==> config.mk <==
export PLATFORM = sky130hd
export DESIGN_NAME = rr_merge4
export DESIGN_NICKNAME = d
export VERILOG_FILES = /design/src/rtl/rr_merge_pkg.sv /design/src/rtl/rr_merge4_arb4.sv /design/src/rtl/rr_merge4_mux4.sv /design/src/rtl/rr_merge4.sv
export SDC_FILE = /design/constraint.sdc
export NUM_CORES = 1
export LEC_CHECK = 0
export BUFFER_PORTS_ARGS = -buffer_cell sky130_fd_sc_hd__buf_4
export CAP_MARGIN = 20
export CORE_ASPECT_RATIO = 0.5
export CORE_MARGIN = 5
export CORE_UTILIZATION = 47
export CTS_CLUSTER_SIZE = 12
export DETAILED_ROUTE_END_ITERATION = 12
export GPL_TIMING_DRIVEN = 0
export PLACE_DENSITY = 0.9
export SLEW_MARGIN = 30
export SYNTH_ARGS = -nofsm -noshare
export SYNTH_HDL_FRONTEND = slang
export SYNTH_HIERARCHICAL = 1
export SYNTH_SLANG_ARGS = --single-unit
==> constraint.sdc <==
create_clock -name clk -period 11.48 [get_ports clk]
set_clock_uncertainty 0.05 [all_clocks]
set_input_delay 0.574 -clock clk [delete_from_list [all_inputs] [get_ports clk]]
set_output_delay 0.574 -clock clk [all_outputs]
set_load 0.01 [all_outputs]
==> src/rtl/rr_merge_pkg.sv <==
// Shared types and constants for the 4-way round-robin merge.
// Holds requester count, source id type and a rotation helper.
package rr_merge_pkg;

  localparam int NREQ = 4;

  typedef logic [1:0] src_id_t;

  // Requester index k positions after base, modulo 4.
  function automatic src_id_t rot(
    input src_id_t base,
    input src_id_t k
  );
    return base + k;
  endfunction

endpackage

==> src/rtl/rr_merge4_arb4.sv <==
// Round-robin arbiter: priority ptr, ptr+1, ptr+2, ptr+3.
// Ports: req in, en (transfer taken), one-hot grant, grant_idx.
module rr_arb4
  import rr_merge_pkg::*;
(
  input  logic            clk,
  input  logic            reset,
  input  logic [NREQ-1:0] req,
  input  logic            en,
  output logic [NREQ-1:0] grant,
  output src_id_t         grant_idx
);
  src_id_t ptr_q;
  src_id_t ptr_d;
  src_id_t idx;

  // Scan lowest priority first so the highest
  // priority requester is the last to win.
  always_comb begin
    grant     = '0;
    grant_idx = ptr_q;
    idx       = ptr_q;
    for (int k = NREQ - 1; k >= 0; k--) begin
      idx = rot(ptr_q, src_id_t'(k));
      if (req[idx]) begin
        grant      = '0;
        grant[idx] = 1'b1;
        grant_idx  = idx;
      end
    end
    ptr_d = en ? grant_idx + 2'd1 : ptr_q;
  end

  always_ff @(posedge clk) begin
    if (reset) ptr_q <= '0;
    else       ptr_q <= ptr_d;
  end
endmodule

==> src/rtl/rr_merge4_mux4.sv <==
// Library 4-input mux, width p_nbits.
// Ports: in0..in3 data, sel index, out selected data.
module mux4 #(
  parameter int p_nbits = 32
) (
  input  logic [p_nbits-1:0] in0,
  input  logic [p_nbits-1:0] in1,
  input  logic [p_nbits-1:0] in2,
  input  logic [p_nbits-1:0] in3,
  input  logic [1:0]         sel,
  output logic [p_nbits-1:0] out
);
  always_comb begin
    unique case (sel)
      2'd0:    out = in0;
      2'd1:    out = in1;
      2'd2:    out = in2;
      default: out = in3;
    endcase
  end
endmodule

==> src/rtl/rr_merge4.sv <==
// 4-to-1 round-robin merge with a one-entry output register.
// Ports: clk, reset, in_val/in_rdy/in*_msg, out_val/out_rdy/out_msg/out_src.
module rr_merge4
  import rr_merge_pkg::*;
#(
  parameter int p_nbits = 32
) (
  input  logic               clk,
  input  logic               reset,
  input  logic [3:0]         in_val,
  output logic [3:0]         in_rdy,
  input  logic [p_nbits-1:0] in0_msg,
  input  logic [p_nbits-1:0] in1_msg,
  input  logic [p_nbits-1:0] in2_msg,
  input  logic [p_nbits-1:0] in3_msg,
  output logic               out_val,
  input  logic               out_rdy,
  output logic [p_nbits-1:0] out_msg,
  output logic [1:0]         out_src
);
  logic [NREQ-1:0]    grant;
  src_id_t            grant_idx;
  logic [p_nbits-1:0] sel_msg;
  logic               can_acc;
  logic               xfer;
  logic               deq;

  logic               full_q, full_d;
  logic [p_nbits-1:0] msg_q, msg_d;
  src_id_t            src_q, src_d;

  rr_arb4 u_arb (
    .clk       (clk),
    .reset     (reset),
    .req       (in_val),
    .en        (xfer),
    .grant     (grant),
    .grant_idx (grant_idx)
  );

  mux4 #(.p_nbits(p_nbits)) u_mux (
    .in0 (in0_msg),
    .in1 (in1_msg),
    .in2 (in2_msg),
    .in3 (in3_msg),
    .sel (grant_idx),
    .out (sel_msg)
  );

  // Register can take a new entry if empty
  // or if it is being drained this cycle.
  assign can_acc = !full_q || out_rdy;
  assign in_rdy  = reset ? '0
                 : grant & {NREQ{can_acc}};
  assign xfer    = |in_rdy;
  assign deq     = full_q && out_rdy;

  always_comb begin
    full_d = full_q;
    msg_d  = msg_q;
    src_d  = src_q;
    if (xfer) begin
      full_d = 1'b1;
      msg_d  = sel_msg;
      src_d  = grant_idx;
    end else if (deq) begin
      full_d = 1'b0;
    end
  end

  always_ff @(posedge clk) begin
    if (reset) begin
      full_q <= 1'b0;
      msg_q  <= '0;
      src_q  <= '0;
    end else begin
      full_q <= full_d;
      msg_q  <= msg_d;
      src_q  <= src_d;
    end
  end

  assign out_val = full_q;
  assign out_msg = msg_q;
  assign out_src = src_q;
endmodule

# == After elaboration in Yosys (flattened, before gate mapping) ==
# Index checks and enable logic that the tools add are counted.
# totals
wordCells,57
out_inout_bits,39
regBits,37
# classes
n_mux,28
n_eq_ne,2
order_cmp,8
addsub,4
n_bitwise,1
n_reduce_logical,10
# ops
operator,count
32-bit case mux with 3 select lines,1
4-bit two-way mux,5
"2-bit by 3-bit less-than comparator with 1-bit output, second input constant",4
1-bit two-way mux,10
1-bit binary-select mux with 2-bit select,4
1-bit demux with 2-bit select,4
"2-bit by 1-bit greater-or-equal comparator with 1-bit output, second input constant",4
2-bit two-way mux,4
1-bit logical AND,5
"2-bit by 1-bit adder with 2-bit output, second input constant",2
"2-bit adder, second input constant",2
4-bit AND,1
4-bit OR reduction,1
"2-bit by 1-bit equality test with 1-bit output, second input constant",1
"2-bit equality test, second input constant",1
2-bit zero test,1
2-bit nonzero test,1
1-bit zero test,1
1-bit logical OR,1

# == Longest topological paths before layout ==
# Gate-level depths: netlist of run 1.
# logic_depth
ltp_word,13
ltp_mapped,14

# == Cells and area by module ==
# The synthesis of run 1 kept the hierarchy.
# by_module_without_submodules
module,n_inst,cells_per_inst,area_per_inst_um2
rr_merge4,1,170,1542.7
mux4,1,39,814.5
rr_arb4,1,58,521.8

# == Worst setup path after synthesis of run 1 ==
# No wires, ideal clock.
# synth_timing
kind,register to register
start,register u_arb.ptr_q[0]
end,register u_arb.ptr_q[1]
setup_slack_ns,7.827
period_less_slack_ns,3.653
n_path_buf,3
t_required_ns,11.303
arrival_time_ns,3.476
stages_incl_launch_ff,14
cell_sequence,dfxtp_1 buf_2 inv_1 ha_1 clkbuf_1 mux4_2 nor2b_4 a221oi_1 o31ai_1 nor4_4 buf_2 nor3_1 and4b_1 or3_1
# synth_via
elab_chain_len,12
elab_cells_between_ends,43
classes_between,4 x add/sub; 8 x order compare; 25 x mux; 1 x bitwise; 5 x reduce/logical
# synth_rtl
item,line,text
"start, declared",rr_merge4_arb4.sv:13,src_id_t ptr_q;
"start signal, assigned",rr_merge4_arb4.sv:36,else ptr_q <= ptr_d;
2-bit adder,rr_merge_pkg.sv:14,return base + k;
2-bit by 3-bit less-than comparator with 1-bit output (not written as such) or 2-bit by 1-bit greater-or-equal comparator with 1-bit output (tied branches),rr_merge4_arb4.sv:27,grant[idx] = 1'b1;
1-bit logical AND (not written as such),rr_merge4_arb4.sv:27,
1-bit two-way mux (not written as such),rr_merge4_arb4.sv:27,
1-bit demux with 2-bit select,--,
4-bit two-way mux (3 in a row),rr_merge4_arb4.sv:25,if (req[idx]) begin
4-bit two-way mux *,rr_merge4_arb4.sv:25,
named net grant[2],rr_merge4.sv:21,logic [NREQ-1:0] grant;
4-bit AND *,rr_merge4.sv:54,: grant & {NREQ{can_acc}};
4-bit two-way mux *,rr_merge4.sv:53,assign in_rdy = reset ? '0
4-bit OR reduction *,rr_merge4.sv:55,assign xfer = |in_rdy;
# Mark *: on every way through the listed nets, which the timed path passes. The rest lies on a longest branch. The select of a mux whose other input is x is not followed.
# A chain may end at the register's enable or synchronous reset.

# == Worst setup path in the final report of run 1 ==
# Same ends and word-level chain as after synthesis.

==> results of run 1 <==
## state kept, by name, indices dropped and copies added, names as in the netlist
name / cells
out_msg: 32
out_src: 2
u_arb/ptr_q: 2
out_val: 1
## cells in the final DEF, fill, tap and decap left out, types with 2 or more instances in the layout
cell type	Yosys	layout
buf_12	3	3
o211ai_1	34	34
nand2b_1	2	2
inv_1	3	3
and3_1	4	4
nor2b_1	5	5
dfxtp_1	37	37
clkbuf_1	8	9
buf_6	6	6
buf_8	3	3
mux4_1	3	3
nand4_1	34	34
buf_4	0	173
a221oi_1	4	4
a21oi_1	4	4
clkbuf_16	0	5
buf_2	11	11
o31ai_1	4	4
mux4_2	32	32
nand2_1	40	40
ha_1	8	8
mux2i_1	3	3
nor3_1	3	3
## routing by layer
layer	vias to the layer above	part of all wire [%]	track usage [%]
met5	-	0	0
met4	0	1.6	5.08
met3	22	6.4	5.33
met2	129	55	47.3
met1	1524	37	29.6
li1	1432	-	-
## synthesized netlist by cell type (all sizes together) (2+ instances only)
master,count
nand2,40
nand2b,2
buf,23
clkbuf,9
and3,4
nand4,34
a21oi,4
dfxtp,37
mux2i,4
mux4,35
inv,4
a221oi,4
o31ai,4
ha,8
nor3,3
nor2,2
o211ai,34
nor2b,6
## path summary, 6_finish.rpt
kind	to	from	cells past startpoint
setup / recovery	u_arb/ptr_q[1]	u_arb/ptr_q[0]	13
hold / removal	out_msg[7]	out_msg[7]	2
setup reg to reg	u_arb/ptr_q[1]	u_arb/ptr_q[0]	13
hold reg to reg	out_msg[7]	out_msg[7]	2
## stage by stage
stage	power [uW]	utilization, %	cells	area (sq um)
2_1_floorplan	806	-	267	2880
3_3_place_gp	1010	71.2	517	4270
3_5_place_dp	1030	71.2	517	4270
4_1_cts	1170	73.5	524	4420
5_1_grt	1240	73.5	524	4420
6_report	1180	73.5	524	4420
## area by class of cell
class                   count  area [sq um]
multi-input cells         194          1860
fillers                   410          1590
flip-flops and latches     37           741
repair buffers            173          1300
inverters                   4          15.0
plain buffers              32           263
clock buffers               7           143
well taps                  77          96.3
## power groups by stage
stage / sequential (uW) / clock, uW / combinational [uW]
final: 206 / 135 / 836
after detailed placement: 207 / 0 / 821
after CTS: 206 / 135 / 829
after floorplan: 222 / 0 / 584
after global routing: 211 / 140 / 893
after global placement: 206 / 0 / 807
## critical path: stages (launching register included)
cell	delay, ns
dfxtp_1	0.50
buf_2	0.27
inv_1	0.16
ha_1	0.31
clkbuf_1	0.26
mux2i_1	0.37
mux2i_4	0.17
a221oi_1	0.28
o31ai_1	0.19
nor4_4	0.59
buf_2	0.33
nor3_1	0.12
and4b_1	0.23
or3_1	0.33
## kinds of logic after synthesis
family / count (synthesis) / share of synthesized area [%]
and+or+nand+nor: 97 / 18.6
buffers and inverters: 36 / 9.65
AOI/OAI and AO/OA: 50 / 13.0
adders and majority gates: 8 / 3.48
DFF: 37 / 25.7
muxes: 39 / 29.6
==> results.toml, run 1 <==
[synthesis]
yosys.area.top_type = "dfxtp_1"
synth_top_cell_area_share_pct = 25.7
syn-instance-count = 267
syn_area_per_cell_sq_um = 10.8
synth_area_leaders = "dfxtp_1, mux4_2, o211ai_1, nand4_1, nand2_1"
yosysWarnings = 6
synth_nets = 410
yosysSeqAreaShare_pct = 25.7
synth-edff-count = 0
yosysUniqueCellTypes = 37
synth_ff_type = "dfxtp_1"
syn_area_sq_um = 2880
ys_async_sr_fraction_pct = 0
synth_seq_cells = 37

[sta]
relSlewSlack_pct = 49.2
period_share_pct = 37.3
clock.fmax_ghz = 0.233
finalMaxSlewViolations = 0
finalSetupTns_ns = 0
finalCriticalPeriod_ns = 4.28
setup_viol = 0
hold_viol = 0
rsz0062_at_grt = "false"
worstMarginPinSlew_ns = 0.762
hold_slack_ns = 0.441
setup_slack_ns = 7.20

[clock_network]
cts_buffer_depth = 2
cts_tree = "yes"
holdBufCountCts = 0
ctsResizeCount = 0
path_clk_slew_ns = 0.06
worstSkewPairLatency_ns = 0.28
cts-buffers-inserted = 5
cts_num_sinks = 37
htreeDepth = 2
cts-root-buf = "clkbuf_16"
post_cts_buffers = 0

[die]
die_w_um = 121
rows = 20
io_pins = 174
fp.dieH_um = 65.3
die_area_sq_um = 7890
core_sq_um = 6010
start_util_pct = 47.9

[place]
pre_cts_slack_ns = 7.27
portBuffers = 173
gp_congestion = 0.865
dp_hpwl_um = 8120

[power_and_ir_drop]
p_clk_share_pct = 11.5
ir_worst_vdd_mv = 0.157
intPower_uw = 690
swShare_pct = 41.4
netSwitchingPower_uw = 487
combPwrFrac_pct = 71.0
powerDensity_nw_per_um2 = 266
leakage_uw = 0.00206
sequentialPowerShare_pct = 17.5

[detailed_routing]
vias = 3107
drc = 0
via_per_inst = 5.93
ant_nets = 0
first_iter_violations = 242
wirelength_um = 10400
first_pass_iters = 5
wl_per_cell_um = 19.9

[global_routing]
overflow = 0
antenna_found_initial = 0
grt_max_degree = 11
grt_pass1_wl_um = 15800
track_usage_pct = 25.0
grt_pass1_vias = 3064

[min_path]
hold_path_class = "flop to flop"

[critical_path]
worstSetupPathType = "flop to flop"
rrSetupSlack_ns = 7.20
cp.required_ns = 11.59
critPathCaptureType = "flop"
critPathArrivalTime_ns = 4.39
start_kind = "flop"
cp_max_fo = 10

[run]
drv_cap = 0

[outcome]
outcome = "finished, final reports clean"

[final_layout]
drive_gt1_share_pct = 53.9
antennaDiodeCount = 0
nets = 590
syn2layout_area_growth_pct = 53.4
Note: power is estimated with default switching activity, not from simulation.
==> inputs of run 2 (changes only) <==
--- a/config.mk
+++ b/config.mk
@@ -9,11 +9,11 @@
 export CAP_MARGIN = 20
 export CORE_ASPECT_RATIO = 0.5
 export CORE_MARGIN = 5
-export CORE_UTILIZATION = 47
+export CORE_UTILIZATION = 44
 export CTS_CLUSTER_SIZE = 12
 export DETAILED_ROUTE_END_ITERATION = 12
 export GPL_TIMING_DRIVEN = 0
-export PLACE_DENSITY = 0.9
+export PLACE_DENSITY = 0.85
 export SLEW_MARGIN = 30
 export SYNTH_ARGS = -nofsm -noshare
 export SYNTH_HDL_FRONTEND = slang
==> constraint.sdc (replaced) <==
create_clock -name clk -period 4 [get_ports clk]
set_clock_uncertainty 0.05 [all_clocks]
set_input_delay 0.2 -clock clk [delete_from_list [all_inputs] [get_ports clk]]
set_output_delay 0.2 -clock clk [all_outputs]
set_load 0.01 [all_outputs]
==> results.toml, run 2 (synthesis gave the netlist of run 1 again) <==
[outcome]
outcome = "finished, final reports clean"

[final_layout]
fin_util_pct = 72.6
largest_reg_flops = 32
nets = 590
final_cell_mix = "buf_4, nand2_1, dfxtp_1"
syn2layout_area_growth_pct = 56.6
final_cell_count_no_fill = 536
drive_gt1_share_pct = 55.8
design_area_sq_um = 4510
layout_commonest_cell = "buf_4"
nFillCells = 460
antennaDiodeCount = 0

[power_and_ir_drop]
powerDensity_nw_per_um2 = 784
sequentialPowerShare_pct = 16.8
swShare_pct = 40.0
leakage_uw = 0.00210
netSwitchingPower_uw = 1410
combPwrFrac_pct = 68.9
power_uw = 3540
p_clk_share_pct = 14.4
intPower_uw = 2120
ir_worst_vdd_mv = 0.398

[detailed_routing]
met3WireLength_um = 614
wl_per_cell_um = 19.0
drc = 0
vias = 3123
wl_met2_um = 5630
ant_nets = 0
top_layer = "met4"
wl_met1_um = 3670
wirelength_um = 10200
first_iter_violations = 323
first_pass_iters = 4
via_per_inst = 5.83

[clock_network]
worstSkewPairLatency_ns = 0.28
cts_buffer_depth = 2
cts-buffers-inserted = 5
cts_num_sinks = 37
htreeDepth = 2
path_clk_slew_ns = 0.06
cts-root-buf = "clkbuf_16"
cts_tree = "yes"

[global_routing]
overflow = 0
grt_pass1_vias = 3130
grt_pass1_wl_um = 15600
track_usage_pct = 23.1
grt_max_degree = 13
antenna_found_initial = 0

[die]
fp.dieH_um = 67.2
die_area_sq_um = 8360
rows = 20
io_pins = 174
core_sq_um = 6210
start_util_pct = 46.4
die_w_um = 124

[sta]
finalCriticalPeriod_ns = 3.80
clock.fmax_ghz = 0.263
hold_slack_ns = 0.0884
setup_viol = 0
hold_viol = 0
relSlewSlack_pct = 46.8
finalMaxSlewViolations = 0
rsz0062_at_grt = "false"
period_share_pct = 95.1
worstMarginPinSlew_ns = 0.798

[place]
gp_congestion = 0.824
dp_hpwl_um = 7770
dpl-instance-area_sq_um = 4290
placed_cells = 528
portBuffers = 173

[critical_path]
rrSetupSlack_ns = 0.20
r2r.worst_path.cells = 12
critPathCaptureType = "flop"
worstSetupPathType = "flop to flop"
slowest_stage = "dfxtp_1"
r2r_end = "u_arb/ptr_q[1]"
crit_chain = "buf_2, inv_1, ha_2, mux2i_2, mux2i_4, a221oi_1, o31ai_2, nor4_4, buf_2, nor3_1, and4b_1, or3_1"
rr_startpoint = "u_arb/ptr_q[0]"
critPathArrivalTime_ns = 3.92
crit_buf_inv = 3
crit_family = "simple AND/OR/NAND/NOR gates"
crit_path_frequent_cell = "buf_2"
cp.required_ns = 4.11
cp_max_fo = 10
start_kind = "flop"
cpPeakStageDelay_ns = 0.51

[min_path]
min_to = "out_val"
whs_path_depth = 2
min_from = "reset"
hold_path_class = "input port to flop"

[run]
drv_cap = 0
==> run 2: per-layer routing <==
| layer | global-route usage [%] | vias up |
|---|---|---|
| met5 | 0 | - |
| met4 | 7.79 | 0 |
| met3 | 5.06 | 30 |
| met2 | 43.6 | 131 |
| met1 | 26.8 | 1528 |
| li1 | - | 1434 |
==> run 2: layout make-up <==
cell class | count | area (sq um) | share of cell area (%)
sequential | 37 | 741 | 16.4
inverter | 4 | 15.0 | 0.333
tap | 88 | 110 | 2.44
buffer | 31 | 259 | 5.75
multi-input combinational | 194 | 1890 | 41.9
clock buffer | 5 | 125 | 2.78
clock inverter | 3 | 65.1 | 1.44
timing repair buffer | 174 | 1310 | 29.0
==> run 2: through the flow <==
step,TNS [ns],setup slack [ns]
floorplan,0,0.347
global placement,-0.191,-0.191
detailed placement,-0.265,-0.265
CTS,0,0.00508
global route,0,0.0701
finish,0,0.195
==> run 2: worst max-delay path by stage <==
stage | from | end | depth (start not counted)
2_1_floorplan | u_arb/ptr_q[0] | u_arb/ptr_q[1] | 13
3_3_place_gp | u_arb/ptr_q[0] | u_arb/ptr_q[1] | 13
3_5_place_dp | u_arb/ptr_q[0] | u_arb/ptr_q[1] | 13
4_1_cts | u_arb/ptr_q[0] | u_arb/ptr_q[1] | 13
5_1_grt | u_arb/ptr_q[0] | u_arb/ptr_q[1] | 12
6_report | u_arb/ptr_q[0] | u_arb/ptr_q[1] | 12
==> run 2: power groups by stage <==
| stage | registers (uW) | logic (uW) | clock network, uW |
|---|---|---|---|
| detailed placement | 594 | 2350 | 0 |
| CTS | 590 | 2400 | 509 |
| floorplan | 636 | 1680 | 0 |
| global route | 608 | 2620 | 531 |
| finish | 593 | 2440 | 508 |
| global placement | 588 | 2320 | 0 |
==> run 2: repair_timing <==
action,4_1_cts,5_1_grt
endpoints found under the setup margin,1,2
pin swaps,1,0
gates resized for setup,0,6
endpoints found under the hold margin,0,0
buffers inserted,1,0
hold buffers,0,0
